### src/rtl/flash_boot_loader_pkg.sv
// ----------------------------------------------------------------------------
// flash_boot_loader_pkg
//   Shared definitions for the boot loader:
//   - Address and data widths of the flash reader and the RAM write port.
//   - The flash reader status nibble that means "idle".
//   - The sequencer state encoding.
//   - A helper that decodes the reader's idle condition.
// ----------------------------------------------------------------------------
package flash_boot_loader_pkg;

    localparam int FLASH_AW = 23;
    localparam int RAM_AW   = 18;
    localparam int DATA_W   = 16;
    // The word counter runs 0..WORDS-1, and WORDS is at most 2^18.
    localparam int CNT_W    = 19;

    localparam logic [3:0] FLASH_IDLE_NIB = 4'b0001;

    typedef enum logic [2:0] {
        ST_SYNC,
        ST_READY,
        ST_ISSUE,
        ST_WAIT_BUSY,
        ST_WAIT_IDLE,
        ST_WRITE,
        ST_DONE,
        ST_ERR
    } state_t;

    function automatic logic flash_is_idle(input logic [7:0] status);
        return status[3:0] == FLASH_IDLE_NIB;
    endfunction

endpackage

### src/rtl/flash_boot_loader_timer.sv
// ----------------------------------------------------------------------------
// loader_timer
//   A saturating up-counter with a terminal-count flag. The boot loader uses
//   this counter for two jobs: the SYNC quiet window and the per-phase read
//   timeout.
//
//   Behaviour:
//   - clr has priority over en and zeroes the count.
//   - The count saturates at 2^W-1.
//   - tc is combinational. It is high in the cycle whose clock edge moves the
//     count from 2^W-2 to 2^W-1. This lets the owner act on the same edge at
//     which the count reaches its maximum, so the window is exactly
//     2^W-1 enabled cycles long.
//
//   Ports:
//   - clk : system clock
//   - rst : asynchronous, active-high reset
//   - clr : zero the count
//   - en  : count this cycle
//   - tc  : the count reaches its maximum at the next edge
// ----------------------------------------------------------------------------
module loader_timer #(
    parameter int W = 8
) (
    input  logic clk,
    input  logic rst,
    input  logic clr,
    input  logic en,
    output logic tc
);

    localparam logic [W-1:0] CNT_MAX = {W{1'b1}};
    localparam logic [W-1:0] CNT_PRE = {{(W-1){1'b1}}, 1'b0};

    logic [W-1:0] count_reg;

    always_ff @(posedge clk or posedge rst) begin
        if (rst) begin
            count_reg <= '0;
        end else if (clr) begin
            count_reg <= '0;
        end else if (en && (count_reg != CNT_MAX)) begin
            count_reg <= count_reg + 1'b1;
        end
    end

    assign tc = en && !clr && (count_reg == CNT_PRE);

endmodule

### src/rtl/flash_boot_loader.sv
// ----------------------------------------------------------------------------
// flash_boot_loader
//   Boot-time sequencer. It copies WORDS 16-bit words from flash, starting at
//   FLASH_BASE, into RAM, starting at RAM_BASE. It does one read at a time,
//   using the flash reader's toggle handshake, and holds the CPU (busy) until
//   the copy has finished.
//
//   Ports:
//   - clk             : system clock
//   - rst             : asynchronous, active-high reset
//   - start           : one-cycle pulse. Begins a copy when the loader is idle
//                       and ready.
//   - flash_addr      : word address sent to the flash reader
//   - flash_read_ctrl : toggle line. Each edge requests one read.
//   - flash_data      : read result from the flash reader
//   - flash_status    : flash reader status. The low nibble is 4'b0001 when
//                       the reader is idle.
//   - ram_addr        : RAM write address
//   - ram_data        : RAM write data
//   - ram_we          : RAM write request. Held until ram_ready.
//   - ram_ready       : RAM accepted the write in this cycle
//   - busy            : copy or start-up sync in progress (CPU hold)
//   - done            : sticky. The last copy completed. Cleared by start.
//   - error           : sticky. A read phase timed out. Only rst clears it.
// ----------------------------------------------------------------------------
module flash_boot_loader
    import flash_boot_loader_pkg::*;
#(
    parameter int unsigned          WORDS      = 512,
    parameter logic [FLASH_AW-1:0]  FLASH_BASE = 23'h0,
    parameter logic [RAM_AW-1:0]    RAM_BASE   = 18'h0,
    parameter int                   TMO_W      = 28,
    parameter int                   SYNC_W     = 26
) (
    input  logic                clk,
    input  logic                rst,
    input  logic                start,
    output logic [FLASH_AW-1:0] flash_addr,
    output logic                flash_read_ctrl,
    input  logic [DATA_W-1:0]   flash_data,
    input  logic [7:0]          flash_status,
    output logic [RAM_AW-1:0]   ram_addr,
    output logic [DATA_W-1:0]   ram_data,
    output logic                ram_we,
    input  logic                ram_ready,
    output logic                busy,
    output logic                done,
    output logic                error
);

    localparam logic [CNT_W-1:0] LAST_IDX = CNT_W'(WORDS - 1);

    state_t              state_reg;
    logic [FLASH_AW-1:0] flash_addr_reg;
    logic                read_ctrl_reg;
    logic [RAM_AW-1:0]   ram_addr_reg;
    logic [DATA_W-1:0]   ram_data_reg;
    logic                ram_we_reg;
    logic                busy_reg;
    logic                done_reg;
    logic                error_reg;
    logic [CNT_W-1:0]    cnt_reg;

    logic idle;
    logic sync_clr;
    logic sync_en;
    logic sync_tc;
    logic tmo_clr;
    logic tmo_en;
    logic tmo_tc;
    logic unused_status;

    assign idle          = flash_is_idle(flash_status);
    assign unused_status = ^flash_status[7:4];

    // Timer control. Each timer is held clear in every state that does not
    // use it. Inside a waiting state, the condition that ends the wait also
    // clears the timer. As a result, every timed phase starts at zero.
    // The SYNC window restarts on any cycle in which the reader is not idle.
    always_comb begin
        sync_clr = 1'b1;
        sync_en  = 1'b0;
        tmo_clr  = 1'b1;
        tmo_en   = 1'b0;
        case (state_reg)
            ST_SYNC: begin
                sync_clr = !idle;
                sync_en  = idle;
            end
            ST_WAIT_BUSY: begin
                tmo_clr = !idle;
                tmo_en  = idle;
            end
            ST_WAIT_IDLE: begin
                tmo_clr = idle;
                tmo_en  = !idle;
            end
            default: begin
            end
        endcase
    end

    loader_timer #(.W(SYNC_W)) u_sync_timer (
        .clk (clk),
        .rst (rst),
        .clr (sync_clr),
        .en  (sync_en),
        .tc  (sync_tc)
    );

    loader_timer #(.W(TMO_W)) u_tmo_timer (
        .clk (clk),
        .rst (rst),
        .clr (tmo_clr),
        .en  (tmo_en),
        .tc  (tmo_tc)
    );

    always_ff @(posedge clk or posedge rst) begin
        if (rst) begin
            state_reg      <= ST_SYNC;
            flash_addr_reg <= FLASH_BASE;
            read_ctrl_reg  <= 1'b0;
            ram_addr_reg   <= RAM_BASE;
            ram_data_reg   <= '0;
            ram_we_reg     <= 1'b0;
            busy_reg       <= 1'b1;
            done_reg       <= 1'b0;
            error_reg      <= 1'b0;
            cnt_reg        <= '0;
        end else begin
            case (state_reg)
                // After reset, the reader may still be completing a read
                // that a toggle mismatch triggered. Wait for a full quiet
                // window before accepting work.
                ST_SYNC: begin
                    if (sync_tc) begin
                        busy_reg  <= 1'b0;
                        state_reg <= ST_READY;
                    end
                end

                ST_READY: begin
                    if (start) begin
                        flash_addr_reg <= FLASH_BASE;
                        ram_addr_reg   <= RAM_BASE;
                        cnt_reg        <= '0;
                        done_reg       <= 1'b0;
                        error_reg      <= 1'b0;
                        busy_reg       <= 1'b1;
                        state_reg      <= ST_ISSUE;
                    end
                end

                ST_ISSUE: begin
                    read_ctrl_reg <= ~read_ctrl_reg;
                    state_reg     <= ST_WAIT_BUSY;
                end

                // Wait for the reader to show that it has taken the request.
                ST_WAIT_BUSY: begin
                    if (!idle) begin
                        state_reg <= ST_WAIT_IDLE;
                    end else if (tmo_tc) begin
                        error_reg  <= 1'b1;
                        busy_reg   <= 1'b0;
                        ram_we_reg <= 1'b0;
                        state_reg  <= ST_ERR;
                    end
                end

                // The read completes when the reader returns to idle. At
                // that point flash_data is valid.
                ST_WAIT_IDLE: begin
                    if (idle) begin
                        ram_data_reg <= flash_data;
                        ram_we_reg   <= 1'b1;
                        state_reg    <= ST_WRITE;
                    end else if (tmo_tc) begin
                        error_reg  <= 1'b1;
                        busy_reg   <= 1'b0;
                        ram_we_reg <= 1'b0;
                        state_reg  <= ST_ERR;
                    end
                end

                ST_WRITE: begin
                    if (ram_ready) begin
                        ram_we_reg <= 1'b0;
                        if (cnt_reg == LAST_IDX) begin
                            done_reg  <= 1'b1;
                            busy_reg  <= 1'b0;
                            state_reg <= ST_DONE;
                        end else begin
                            // Both addresses wrap naturally at their widths.
                            flash_addr_reg <= flash_addr_reg + 1'b1;
                            ram_addr_reg   <= ram_addr_reg + 1'b1;
                            cnt_reg        <= cnt_reg + 1'b1;
                            state_reg      <= ST_ISSUE;
                        end
                    end
                end

                // A start that arrives in this cycle is dropped on purpose.
                ST_DONE: begin
                    state_reg <= ST_READY;
                end

                // Terminal state. Only rst leaves it.
                ST_ERR: begin
                    state_reg <= ST_ERR;
                end

                default: begin
                    state_reg <= ST_ERR;
                end
            endcase
        end
    end

    assign flash_addr      = flash_addr_reg;
    assign flash_read_ctrl = read_ctrl_reg;
    assign ram_addr        = ram_addr_reg;
    assign ram_data        = ram_data_reg;
    assign ram_we          = ram_we_reg;
    assign busy            = busy_reg;
    assign done            = done_reg;
    assign error           = error_reg;

endmodule

### config.mk
export PLATFORM = sky130hd
export DESIGN_NAME = flash_boot_loader
export DESIGN_NICKNAME = d
export VERILOG_FILES = /design/src/rtl/flash_boot_loader_pkg.sv /design/src/rtl/flash_boot_loader_timer.sv /design/src/rtl/flash_boot_loader.sv
export SDC_FILE = /design/constraint.sdc
export NUM_CORES = 1
export LEC_CHECK = 0
export BUFFER_PORTS_ARGS = -buffer_cell sky130_fd_sc_hd__buf_2
export CORE_MARGIN = 2
export CORE_UTILIZATION = 63
export CTS_CLUSTER_SIZE = 14
export DETAILED_ROUTE_END_ITERATION = 10
export PLACE_DENSITY = 0.86
export SETUP_SLACK_MARGIN = 0.2
export SYNTH_ARGS = -nofsm -noshare
export SYNTH_HDL_FRONTEND = slang
export SYNTH_SLANG_ARGS = --single-unit
### constraint.sdc
create_clock -name clk -period 14.1 [get_ports clk]
set_input_delay 4.23 -clock clk [delete_from_list [all_inputs] [get_ports clk]]
set_output_delay 4.23 -clock clk [all_outputs]
set_load 0.01 [all_outputs]
After elaboration in Yosys (flattened, before gate mapping)
Cells that the tools add are included.
W data, S select, Z words.

word-level totals
  bits in registers = 138
  input port bits = 28
  output and inout port bits = 62
  word-level logic and storage cells = 110

operators by class
  add/subtract/negate cells = 5
  equality and inequality tests = 20
  muxes and demuxes = 49
  bitwise gates (word level) = 1
  reductions and logical operators = 23

operator list
  operator                 count
  $mux W23                 3
  $mux W19                 3
  $mux W28                 2
  $mux W18                 3
  $mux W26                 2
  $pmux W23 S2             1
  $pmux W19 S2             1
  $pmux W18 S2             1
  $add A28 B1 Y28 const B  1
  $eq A28 B28 Y1 const B   1
  $ne A28 B28 Y1 const B   1
  $add A26 B1 Y26 const B  1
  $eq A26 B26 Y1 const B   1
  $ne A26 B26 Y1 const B   1
  $pmux W3 S8              1
  $add A23 B1 Y23 const B  1
  $mux W3                  7
  $add A19 B1 Y19 const B  1
  $eq A19 B9 Y1 const B    1
  $mux W1                  19
  $add A18 B1 Y18 const B  1
  $ne A2 B2 Y1 const B     7
  $eq A3 B3 Y1 const B     4
  $reduce_and A4 Y1        3
  other kinds (16)         31

Longest topological paths before layout
Gate-level depths: netlist of the first run.

  depth after elaboration = 9
  mapped depth = 8
  gate-level depth less buffers = 6

Modules after synthesis
From an unflattened synthesis of the first run, not the netlist that was laid out.

unflattened totals
  cells, all modules = 801
  area total of the unflattened synthesis = 7,573.5 µm²

modules (own cells, without submodules)
  module                       instances  cells an instance  area an instance (µm²)  sequential area each (µm²)
  flash_boot_loader            1          464                4,393.0                 2,103.3
  loader_timer (u_tmo_timer)   1          178                1,655.3                 700.7
  loader_timer (u_sync_timer)  1          159                1,525.2                 650.6

Worst setup path before layout of the first run
Ideal clock, no wire load.

  kind = input to register
  start = input flash_status[1]
  end = register u_tmo_timer.count_reg[22]
  setup time = 0.132 ns
  data arrival time = 5.831 ns
  data required time = 13.968 ns
  slack = 8.137 ns
  cell stages on the path = 5
  path buffers = 2
  cells stage by stage = nor4b_2 > mux2i_1 > clkbuf_1 > clkbuf_1 > nor2_1

between the ends
  longest elaborated chain between the ends = 5
  elaborated cells between the ends (all ways) = 7
  those cells by class = eq/ne (1); mux (3); reduce/logical (3)

ends and longest elaborated chain
  what                                 RTL line                       text
  from (decl)                          flash_boot_loader.sv:41        input logic [7:0] flash_status,
  $eq A4 B1 Y1 *                       flash_boot_loader_pkg.sv:31    return status[3:0] == FLASH_IDLE_NIB;
  $logic_not A1 Y1                     n/a
  $pmux W1 S2                          flash_boot_loader.sv:85        case (state_reg)
  $logic_and A1 B1 Y1                  flash_boot_loader_timer.sv:42  end else if (en && (count_reg != CNT_MAX)) begin
  $reduce_bool A2 Y1 (no source line)  n/a
  to (signal assigned)                 flash_boot_loader_timer.sv:43  count_reg <= count_reg + 1'b1;
  to (decl)                            flash_boot_loader_timer.sv:35  logic [W-1:0] count_reg;

Every way passes the cells marked *; elsewhere a longest branch is shown, timed or not.
A chain may end at the register's enable or synchronous reset.

Final worst setup path of the first run
  start = input start
  end = register ram_addr_reg[12], in the netlist ram_addr[12]

between the ends
  longest elaborated chain between the ends = 2

ends and longest elaborated chain
  what                                RTL line                  text
  from (decl)                         flash_boot_loader.sv:37   input logic start,
  $ne A2 B2 Y1 (no source line)       n/a
  $reduce_and A4 Y1 (no source line)  n/a
  to (signal assigned)                flash_boot_loader.sv:197  ram_addr_reg <= ram_addr_reg + 1'b1;
  to (decl)                           flash_boot_loader.sv:56   logic [RAM_AW-1:0] ram_addr_reg;

Every way passes these cells.

==> results of run 1 <==
-- cell usage after synthesis (all sizes together), types with 3 or more instances --
cell     number
ha            7
clkbuf       22
o211ai       11
and4         13
xor2         15
mux2i         3
o21ai        45
o2111ai       6
nand3        41
nor4         11
a21oi        60
mux2         18
or4          33
nand2        57
inv          18
nor3         11
dfrtp       137
a211oi       12
o31ai        28
nand2b        4
or2           4
a2111oi       3
xnor2        22
and3         12
or3          37
and2          7
nor2         58
nand4        29
buf          17
-- stage by stage --
step	area, um^2	hold WS [ps]
finish	8340	472
global placement	7770	452
CTS	8340	478
floorplan	7330	504
detailed placement	7770	460
global route	8340	492
-- final timing paths --
kind,end
max reg2reg,ram_addr[12]$_DFFE_PP0P_
max,ram_addr[12]$_DFFE_PP0P_
min,flash_read_ctrl$_DFFE_PP0P_
min reg2reg,flash_read_ctrl$_DFFE_PP0P_
min in group asynchronous,flash_read_ctrl$_DFFE_PP0P_
max in group asynchronous,ram_addr[1]$_DFFE_PP0P_
-- critical path: cells and delay by family --
family | cells | cell delay (ps)
buffers and inverters | 1 | 110
and+or+nand+nor | 2 | 1480
muxes | 1 | 180
AOI/OAI and AO/OA | 2 | 810
-- cell type report --
cell class	instances	share of cell area
clock buffer	24	0.0602
sequential	138	0.414
clock inverter	7	0.00780
tap	143	0.0215
timing repair buffer	88	0.0537
inverter	18	0.00840
multi-input combinational	570	0.434
-- where the power goes --
part           internal (uW)  leakage [uW]  total, uW  switching, uW
Combinational           70.0       0.00133        184            114
Clock                    263      0.000278        424            161
Sequential               435       0.00190        474           39.0
Total                    768       0.00351       1080            314
-- logic make-up (layout without fill, tap and decap cells) --
| kind of cell | count (synthesis) | count (layout) | share of synthesized area |
|---|---|---|---|
| AOI/OAI and AO/OA | 179 | 179 | 0.153 |
| xor gates and xnor gates | 37 | 37 | 0.0442 |
| adders and majority gates | 7 | 7 | 0.0120 |
| buffers and inverters | 57 | 137 | 0.0362 |
| DFF | 138 | 138 | 0.471 |
| muxes | 21 | 21 | 0.0318 |
| and+or+nand+nor | 326 | 326 | 0.252 |
-- per-layer routing --
layer | vias to the layer above | track usage | routed length, um
met5 | - | 0 | 0
met4 | 0 | 0.114 | 249
met3 | 30 | 0.0631 | 866
li1 | 3007 | - | -
met2 | 191 | 0.456 | 8480
met1 | 3155 | 0.368 | 7230
==> metrics.md, run 1 <==
| Metric | Value |
|---|---|
| Outcome | `finished, final reports clean` |
| Congestion Overflow GR | `0` |
| Fmax | `0.155 GHz` |
| Yosys reg bits | `138` |
| Antenna Diode Count | `0` |
| Dominant cell type by area after synthesis | `dfrtp_1` |
| Crit-path cells | `buf_2 -> mux2i_1 -> nor2_1 -> o2111ai_1 -> or4_1 -> a21oi_1` |
| Worst-margin pin slew | `1250 ps` |
| Gates resized, CTS repair | `0` |
| Max FFs per register | `28` |
| ANT nets after route | `0` |
| Final setup violating endpoints | `0` |
| Final clock skew | `12.9 ps` |
| FF-to-FF setup slack | `10640 ps` |
| CP arrival | `6810 ps` |
| CTS Root Cell | `clkbuf_16` |
| Iteration-0 DRC Markers | `596` |
| Latest clock arrival within the worst-skew pair | `420 ps` |
| Hold depth | `1` |
| Max cap viols | `0` |
| CTS Sinks | `138` |
| Ys flop type | `dfrtp_1` |
| CTS tree | `built` |
| Synth warnings | `0` |
| Clk pin slew, worst setup/hold paths | `60 ps` |
| Max stage delay on crit path | `810 ps` |
| Maximum fanout along the worst path | `14` |
| Die Ht | `112 um` |
| Kind of critical path | `in -> reg` |
| Total GRT Usage | `0.281` |
| Buffers added on ports | `85` |
| Final cell count without fillers | `988` |
| Post-CTS Hold Fix Bufs | `0` |
| Hold wc startpoint | `flash_read_ctrl$_DFFE_PP0P_` |
| DP Cell Count | `957` |
| Worst relative slew slack | `0.163` |
| Via-to-Cell Ratio | `6.46` |
| Number of global-route vias before repair | `6244` |
| Total core area | `0.0114 mm^2` |
| WP data required | `14440 ps` |
| Multi-input gate area in the final layout | `0.00362 mm^2` |
| GPL Wtd Cong | `0.832` |
| Worst Slack Setup Final | `7630 ps` |
| Final critical-path required period | `6470 ps` |
| Clock tree buffer depth | `2` |
| Filler cells | `800` |
| Core Rows | `39` |
| Ports | `90` |
| Max stage delay cell, worst path | `nor2_1` |
| Critical path startpoint | `start` |
| Number of library cell types mapped by synthesis | `60` |
| Mean Syn Cell Area | `9.58 um^2` |
| Share of cells above drive strength 1 | `0.181` |
| RSZ-0062 raised after global routing | `false` |
| Ys async rst share | `1.00` |
| Final #Nets | `868` |
| Drt pass-1 iters | `5` |
| Post-CTS Setup Repair Bufs | `0` |
| Hold Crit Class | `reg -> reg` |
| Final Core Density | `0.733` |
| Worst r2r src | `state_reg[2]$_DFFE_PP0P_` |
| Commonest non-fill, non-tap cell in the layout | `dfrtp_1` |
| Place WS | `7260 ps` |
| Inserted Clock Buffers | `17` |
| Area grow syn2layout | `13.8%` |
| Seq. cell area | `0.00345 mm^2` |
| Pwr Total | `1080 uW` |
| Die width | `112 um` |
| Antenna violations before repair | `0` |
| Mapped cell area | `0.00733 mm^2` |
| Final Max Slew Viols | `0` |
| Total number of vias | `6383` |
| Yosys top cell area share | `0.468` |
| Top post-synthesis cells by area | `dfrtp_1 (47%), a21oi_1 (4.1%), or4_1 (3.4%)` |
| Pwr/cell area | `130 mW/mm^2` |
| EDFF count, synth | `0` |
| Synth Net Count | `800` |
| Maximum vdd drop | `0.118 mV` |
| Starting Density | `0.645` |
| Avg WL per Cell | `17.0 um` |
| Die area | `0.0125 mm^2` |
| Reg2reg path depth | `5` |
| Post-route setup TNS | `0 ps` |
| Final worst-path cycle share | `0.459` |
| Largest net degree at the start of global routing | `89` |
| Sequential fraction of the synthesis area | `0.471` |
| Remaining DRCs | `0` |
| CP endpoint kind | `register` |
| Type of origin of the critical path | `input pin` |
| Total Wirelength | `16800 um` |
| # H-tree levels | `4` |
| First-pass GRT wire length | `29000 um` |
| Most frequent cells in the layout | `dfrtp_1 (137), buf_2 (85), a21oi_1 (60), nor2_1 (57), nand2_1 (57)` |
| Hpwl dp | `11000 um` |
| Hold Vio Cnt, Final | `0` |
| Leakage | `0.00351 uW` |
| Post-Syn Instances | `765` |
Power figures use the tool's default switching activity.
==> run 2, diff against run 1 <==
--- a/config.mk
+++ b/config.mk
@@ -5,12 +5,13 @@
 export SDC_FILE = /design/constraint.sdc
 export NUM_CORES = 1
 export LEC_CHECK = 0
+export ABC_AREA = 1
 export BUFFER_PORTS_ARGS = -buffer_cell sky130_fd_sc_hd__buf_2
 export CORE_MARGIN = 2
-export CORE_UTILIZATION = 63
+export CORE_UTILIZATION = 54
 export CTS_CLUSTER_SIZE = 14
 export DETAILED_ROUTE_END_ITERATION = 10
-export PLACE_DENSITY = 0.86
+export PLACE_DENSITY = 0.77
 export SETUP_SLACK_MARGIN = 0.2
 export SYNTH_ARGS = -nofsm -noshare
 export SYNTH_HDL_FRONTEND = slang
==> constraint.sdc (replaced) <==
create_clock -name clk -period 5.3 [get_ports clk]
set_input_delay 1.59 -clock clk [delete_from_list [all_inputs] [get_ports clk]]
set_output_delay 1.59 -clock clk [all_outputs]
set_load 0.01 [all_outputs]
==> run 2 against run 1 <==
- critical endpoint is now ram_addr[15]$_DFFE_PP0P_
- non-clock buffer count did not move
- synthesized cell count grew 46%
- total power rose to 2.9 times the previous value
- register-to-register slack got worse by 8500 ps
- die area up 32%
- largest power group unchanged
- global-route usage shrank 3.9 points
- wire length increased by 13%
==> metrics.md, run 2 <==
| Metric | Value |
|---|---|
| Latest clock arrival within the worst-skew pair | `420 ps` |
| Crit-path leading delay family | `buffers and inverters` |
| Ys flop type | `dfrtp_1` |
| CP arrival | `3520 ps` |
| Worst relative slew slack | `0.307` |
| Post-CTS Setup Repair Bufs | `0` |
| Crit-path cells | `nand2_1 -> nor2_4 -> buf_4 -> inv_2 -> nor2_4 -> nor2_4 -> inv_2 -> a21oi_4 -> buf_4 -> nand3_1 -> o21ai_2` |
| CTS tree | `built` |
| Final Max Slew Viols | `0` |
| Most used cell, CP | `nor2_4` |
| Iteration-0 DRC Markers | `565` |
| Core Rows | `45` |
| Largest net degree at the start of global routing | `139` |
| Mux share of post-synthesis cell area | `0` |
| Xor/xnor share of the synthesized area | `0.0693` |
| Worst-margin pin slew | `1040 ps` |
| Starting Density | `0.551` |
| First-pass GRT wire length | `32100 um` |
| GPL Wtd Cong | `0.925` |
| Ys async rst share | `1.00` |
| CP endpoint kind | `register` |
| Clk pin slew, worst setup/hold paths | `60 ps` |
| Hold Vio Cnt, Final | `0` |
| RSZ-0062 raised after global routing | `false` |
| Count leader, synth | `nand2_1` |
| Reg2reg path depth | `11` |
| Congestion Overflow GR | `0` |
| Max FFs per register | `28` |
| Post-Syn Instances | `1120` |
| Final cell count without fillers | `1396` |
| Drt pass-1 iters | `5` |
| Buffers added on ports | `85` |
| Clock tree buffer depth | `2` |
| # H-tree levels | `4` |
| Dominant combinational cell family by area after synthesis | `simple AND/OR/NAND/NOR gates` |
| Share of cells above drive strength 1 | `0.154` |
| Worst reg2reg endpoint | `ram_addr[15]$_DFFE_PP0P_` |
| Yosys top cell area share | `0.411` |
| M2 GR Usage | `0.390` |
| Max cap viols | `0` |
| Worst Hold Margin | `464 ps` |
| Compound-cell area share of the yosys netlist | `0.0812` |
| Buf/Inv on CP | `4` |
| Number of global-route vias before repair | `6929` |
| Inserted Clock Buffers | `17` |
| Antenna violations before repair | `0` |
| Via-to-Cell Ratio | `5.27` |
| Final #Nets | `1233` |
| Final worst-path cycle share | `0.600` |
| Area grow syn2layout | `12.3%` |
| Total core area | `0.0151 mm^2` |
| Pwr Total | `3160 uW` |
| Post-route setup TNS | `0 ps` |
| Outcome | `finished, final reports clean` |
| Pwr/cell area | `338 mW/mm^2` |
| Most frequent cells in the layout | `nand2_1 (336), nor2_1 (162), dfrtp_1 (137), inv_1 (97), buf_2 (85)` |
| Post-Synth Adder-Cell Area | `0.0105` |
| Yosys reg bits | `138` |
| Max stage delay cell, worst path | `buf_4` |
| Final setup violating endpoints | `0` |
| Number of library cell types mapped by synthesis | `44` |
| Total GRT Usage | `0.242` |
| GR Layer Usage met1 | `0.329` |
| Hold worst-path end | `flash_read_ctrl$_DFFE_PP0P_` |
| Final non-filler cell area | `0.00936 mm^2` |
| Post-synth top cells | `nand2_1 (336), nor2_1 (162), dfrtp_1 (137), inv_1 (98), nand3_1 (77)` |
| Synth Net Count | `1155` |
| Hold depth | `1` |
| Total Wirelength | `19000 um` |
| Maximum fanout along the worst path | `82` |
| Type of origin of the critical path | `register` |
| Mapped cell area | `0.00834 mm^2` |
| Leakage | `0.00428 uW` |
| CTS Root Cell | `clkbuf_16` |
| ANT nets after route | `0` |
| Remaining DRCs | `0` |
| WP data required | `5640 ps` |
| Sequential fraction of the synthesis area | `0.414` |
| Die area | `0.0165 mm^2` |
| Total number of vias | `7354` |
| Dominant cell type by area after synthesis | `dfrtp_1` |
| Simple logic cell fraction of the synthesized area | `0.351` |
| Final critical-path required period | `3180 ps` |
| Antenna Diode Count | `0` |
| Max stage delay on crit path | `770 ps` |
| Worst r2r src | `state_reg[0]$_DFFE_PP0P_` |
| Post-CTS Hold Fix Bufs | `0` |
| Fmax | `0.315 GHz` |
| Hpwl dp | `13000 um` |
| FF-to-FF setup slack | `2120 ps` |
| Die Ht | `128 um` |
| Final clock skew | `6.78 ps` |
| Avg WL per Cell | `13.6 um` |
| Synth warnings | `0` |
| Kind of critical path | `reg -> reg` |
| Ports | `90` |
| Grt met3 use | `0.0513` |
| DP Cell Count | `1367` |
| Hold Crit Class | `reg -> reg` |
| Hold wc startpoint | `flash_read_ctrl$_DFFE_PP0P_` |
| Commonest non-fill, non-tap cell in the layout | `nand2_1` |
| EDFF count, synth | `0` |
| Die width | `128 um` |
| Mean Syn Cell Area | `7.45 um^2` |
| Maximum vdd drop | `0.425 mV` |
| CTS Sinks | `138` |
| Layer with the highest usage | `met2` |
| Placement Cell Area | `0.00882 mm^2` |
| Top post-synthesis cells by area | `dfrtp_1 (41%), nand2_1 (15%), nor2_1 (7.3%)` |
| Gates resized, CTS repair | `0` |
[run 2: cell types whose count changed in the layout (fill, tap and decap cells not counted), sizes merged, moves of 25 or more]
cell	delta
xor2	+36
or3	-37
nand2	+284
o31ai	-25
inv	+85
a21oi	-43
or4	-33
nand3	+48
o21ai	+29
nor2	+113
[run 2: logic make-up (layout without fill, tap and decap cells)]
family / after synthesis / after routing
DFF: 138 / 138
and+or+nand+nor: 674 / 674
adders and majority gates: 7 / 7
xor gates and xnor gates: 66 / 66
buffers and inverters: 133 / 221
AOI/OAI and AO/OA: 102 / 102
[run 2: worst max-delay path by stage]
stage                              from                  endpoint  slack (ps)  cells past startpoint
2_1_floorplan                       rst    cnt_reg[0]$_DFFE_PP0P_        1990                      1
3_3_place_gp            flash_status[3]          busy$_DFFE_PP1P_        1880                     11
3_5_place_dp            flash_status[3]          busy$_DFFE_PP1P_        1830                     11
4_1_cts        state_reg[0]$_DFFE_PP0P_  ram_addr[15]$_DFFE_PP0P_        2100                     11
5_1_grt        state_reg[0]$_DFFE_PP0P_   ram_addr[8]$_DFFE_PP0P_        1890                     11
6_report       state_reg[0]$_DFFE_PP0P_  ram_addr[15]$_DFFE_PP0P_        2120                     11
[run 2: area by class of cell]
cell class | count | area (um^2)
Clock buffer | 27 | 513
Clock inverter | 2 | 35.0
Fill cell | 1347 | 5780
Inverter | 104 | 394
Multi-Input combinational cell | 849 | 4270
Sequential cell | 138 | 3450
Tap cell | 188 | 235
Timing Repair Buffer | 88 | 460
[run 2: routing by layer]
| layer | wire length [um] | up-vias |
|---|---|---|
| met5 | 0 | - |
| met4 | 193 | 0 |
| met3 | 753 | 18 |
| met2 | 9100 | 164 |
| met1 | 8960 | 3439 |
| li1 | - | 3733 |
[run 2: worst reg2reg max path, stage by stage (launching register included)]
cell	delay, ps
dfrtp_1	430
nand2_1	150
nor2_4	40
buf_4	270
inv_2	630
nor2_4	110
nor2_4	160
inv_2	60
a21oi_4	120
buf_4	770
nand3_1	270
o21ai_2	100
[run 2: power breakdown]
part / total (uW) / internal [uW] / switching, uW
clock: 1120 / 699 / 418
combinational: 778 / 197 / 581
sequential: 1270 / 1170 / 98.5
[run 2: per-stage QoR]
| step | utilization | worst slack (ps) |
|---|---|---|
| floorplan | - | 1990 |
| global placement | 0.582 | 1880 |
| detailed placement | 0.582 | 1830 |
| CTS | 0.618 | 2100 |
| global route | 0.618 | 1890 |
| finish | 0.618 | 2120 |
==> run 3, diff against run 2 <==
--- a/config.mk
+++ b/config.mk
@@ -5,10 +5,10 @@
 export SDC_FILE = /design/constraint.sdc
 export NUM_CORES = 1
 export LEC_CHECK = 0
-export ABC_AREA = 1
+export ABC_AREA = 0
 export BUFFER_PORTS_ARGS = -buffer_cell sky130_fd_sc_hd__buf_2
 export CORE_MARGIN = 2
-export CORE_UTILIZATION = 54
+export CORE_UTILIZATION = 53
 export CTS_CLUSTER_SIZE = 14
 export DETAILED_ROUTE_END_ITERATION = 10
 export PLACE_DENSITY = 0.77
==> constraint.sdc (replaced) <==
create_clock -name clk -period 2.9 [get_ports clk]
set_input_delay 0.87 -clock clk [delete_from_list [all_inputs] [get_ports clk]]
set_output_delay 0.87 -clock clk [all_outputs]
set_load 0.01 [all_outputs]
==> run 3 against run 2 <==
- register-to-register slack worse by 1800 ps
- largest cell class unchanged
- clock skew increased by 1.1 ps
- core utilization is 2.8 points higher
==> metrics.md, run 3 (synthesis gave the netlist of run 1 again) <==
| Metric | Value |
|---|---|
| Share of cells above drive strength 1 | `0.200` |
| Final critical-path required period | `2540 ps` |
| Fmax | `0.393 GHz` |
| Gates resized, CTS repair | `0` |
| Final Core Density | `0.646` |
| Kind of critical path | `reg -> reg` |
| Die width | `122 um` |
| Latest clock arrival within the worst-skew pair | `420 ps` |
| Number of global-route vias before repair | `6179` |
| Clk pin slew, worst setup/hold paths | `60 ps` |
| Worst Hold Margin | `474 ps` |
| CTS Root Cell | `clkbuf_16` |
| Total Wirelength | `17200 um` |
| Post-route setup TNS | `0 ps` |
| Remaining DRCs | `0` |
| Worst-margin pin slew | `795 ps` |
| Max FFs per register | `28` |
| Inserted Clock Buffers | `17` |
| Final #Nets | `886` |
| CTS tree | `built` |
| Most frequent cells in the layout | `dfrtp_1 (137), buf_2 (85), a21oi_1 (60), nor2_1 (57), nand2_1 (57)` |
| Drt pass-1 iters | `5` |
| Final setup violating endpoints | `0` |
| Max cap viols | `0` |
| Starting Density | `0.549` |
| Final worst-path cycle share | `0.877` |
| Total number of vias | `6417` |
| RSZ-0062 raised after global routing | `false` |
| Buffers added on ports | `85` |
| Outcome | `finished, final reports clean` |
| Maximum fanout along the worst path | `17` |
| Ports | `90` |
| Die area | `0.0148 mm^2` |
| Clock tree buffer depth | `2` |
| Die Ht | `122 um` |
| Commonest non-fill, non-tap cell in the layout | `dfrtp_1` |
| Type of origin of the critical path | `register` |
| WP data required | `3240 ps` |
| Routed length on met1 | `7460 um` |
| Placement Cell Area | `0.00797 mm^2` |
| Pwr/cell area | `657 mW/mm^2` |
| Avg WL per Cell | `16.5 um` |
| Hold Vio Cnt, Final | `0` |
| Hold Crit Class | `reg -> reg` |
| Post-CTS Hold Fix Bufs | `0` |
| Worst relative slew slack | `0.469` |
| CP endpoint kind | `register` |
| Via-to-Cell Ratio | `6.17` |
| Congestion Overflow GR | `0` |
| Total GRT Usage | `0.243` |
| CTS Sinks | `138` |
| Final clock skew | `7.89 ps` |
| Final cell count without fillers | `1040` |
| Leakage | `0.00365 uW` |
| Hpwl dp | `11300 um` |
| CP arrival | `2880 ps` |
| ANT nets after route | `0` |
| Final Max Slew Viols | `0` |
| Core Rows | `42` |
| Final non-filler cell area | `0.00863 mm^2` |
| Iteration-0 DRC Markers | `501` |
| First-pass GRT wire length | `29000 um` |
| Total core area | `0.0133 mm^2` |
| Filler cells | `1033` |
| Post-CTS Setup Repair Bufs | `0` |
| Met3 wire length | `723 um` |
| DR top layer | `met4` |
| Antenna violations before repair | `1` |
| Maximum vdd drop | `0.538 mV` |
| # H-tree levels | `4` |
| GPL Wtd Cong | `0.847` |
| Largest net degree at the start of global routing | `139` |
| WL met2 | `8780 um` |
| DP Cell Count | `1008` |
| Area grow syn2layout | `17.7%` |
[run 3: cell type report]
class | instances | area (um^2) | share of cell area
antenna | 1 | 2.50 | 0.000290
clock buffer | 19 | 453 | 0.0525
clock inverter | 12 | 196 | 0.0228
inverter | 18 | 71.3 | 0.00827
multi-input combinational | 570 | 3620 | 0.420
sequential | 138 | 3450 | 0.400
tap | 176 | 220 | 0.0255
timing repair buffer | 106 | 608 | 0.0705
[run 3: layer usage]
metal	vias to the layer above	global-route usage
li1	3047	-
met3	25	0.0543
met2	167	0.420
met5	-	0
met4	0	0.0790
met1	3178	0.304
[run 3: critical path, stage by stage, from the launching register on]
cell and delay [ps]:
dfrtp_1 440, nor4_1 610, nand4_2 230, buf_4 260, o211ai_2 550, o21ai_0 200
a21oi_1 170
[run 3: worst paths after layout]
check | from | endpoint | slack [ps] | cells after the start
min | flash_read_ctrl$_DFFE_PP0P_ | flash_read_ctrl$_DFFE_PP0P_ | 470 | 1
min in group asynchronous | rst | ram_addr[9]$_DFFE_PP0P_ | 650 | 3
min reg2reg | flash_read_ctrl$_DFFE_PP0P_ | flash_read_ctrl$_DFFE_PP0P_ | 470 | 1
max | cnt_reg[12]$_DFFE_PP0P_ | flash_addr[6]$_DFFE_PP0P_ | 360 | 6
max reg2reg | cnt_reg[12]$_DFFE_PP0P_ | flash_addr[6]$_DFFE_PP0P_ | 360 | 6
max in group asynchronous | rst | ram_addr[14]$_DFFE_PP0P_ | 1700 | 3
[run 3: report_power, final]
group          internal, uW  switching, uW
sequential             2110            160
clock                  1560            839
combinational           396            594
[run 3: stage by stage]
stage | worst slack, ps | power, uW
after floorplan | 297 | 2900
after global placement | 245 | 3250
after detailed placement | 175 | 3290
after CTS | 421 | 5690
after global routing | 201 | 5900
final | 357 | 5670
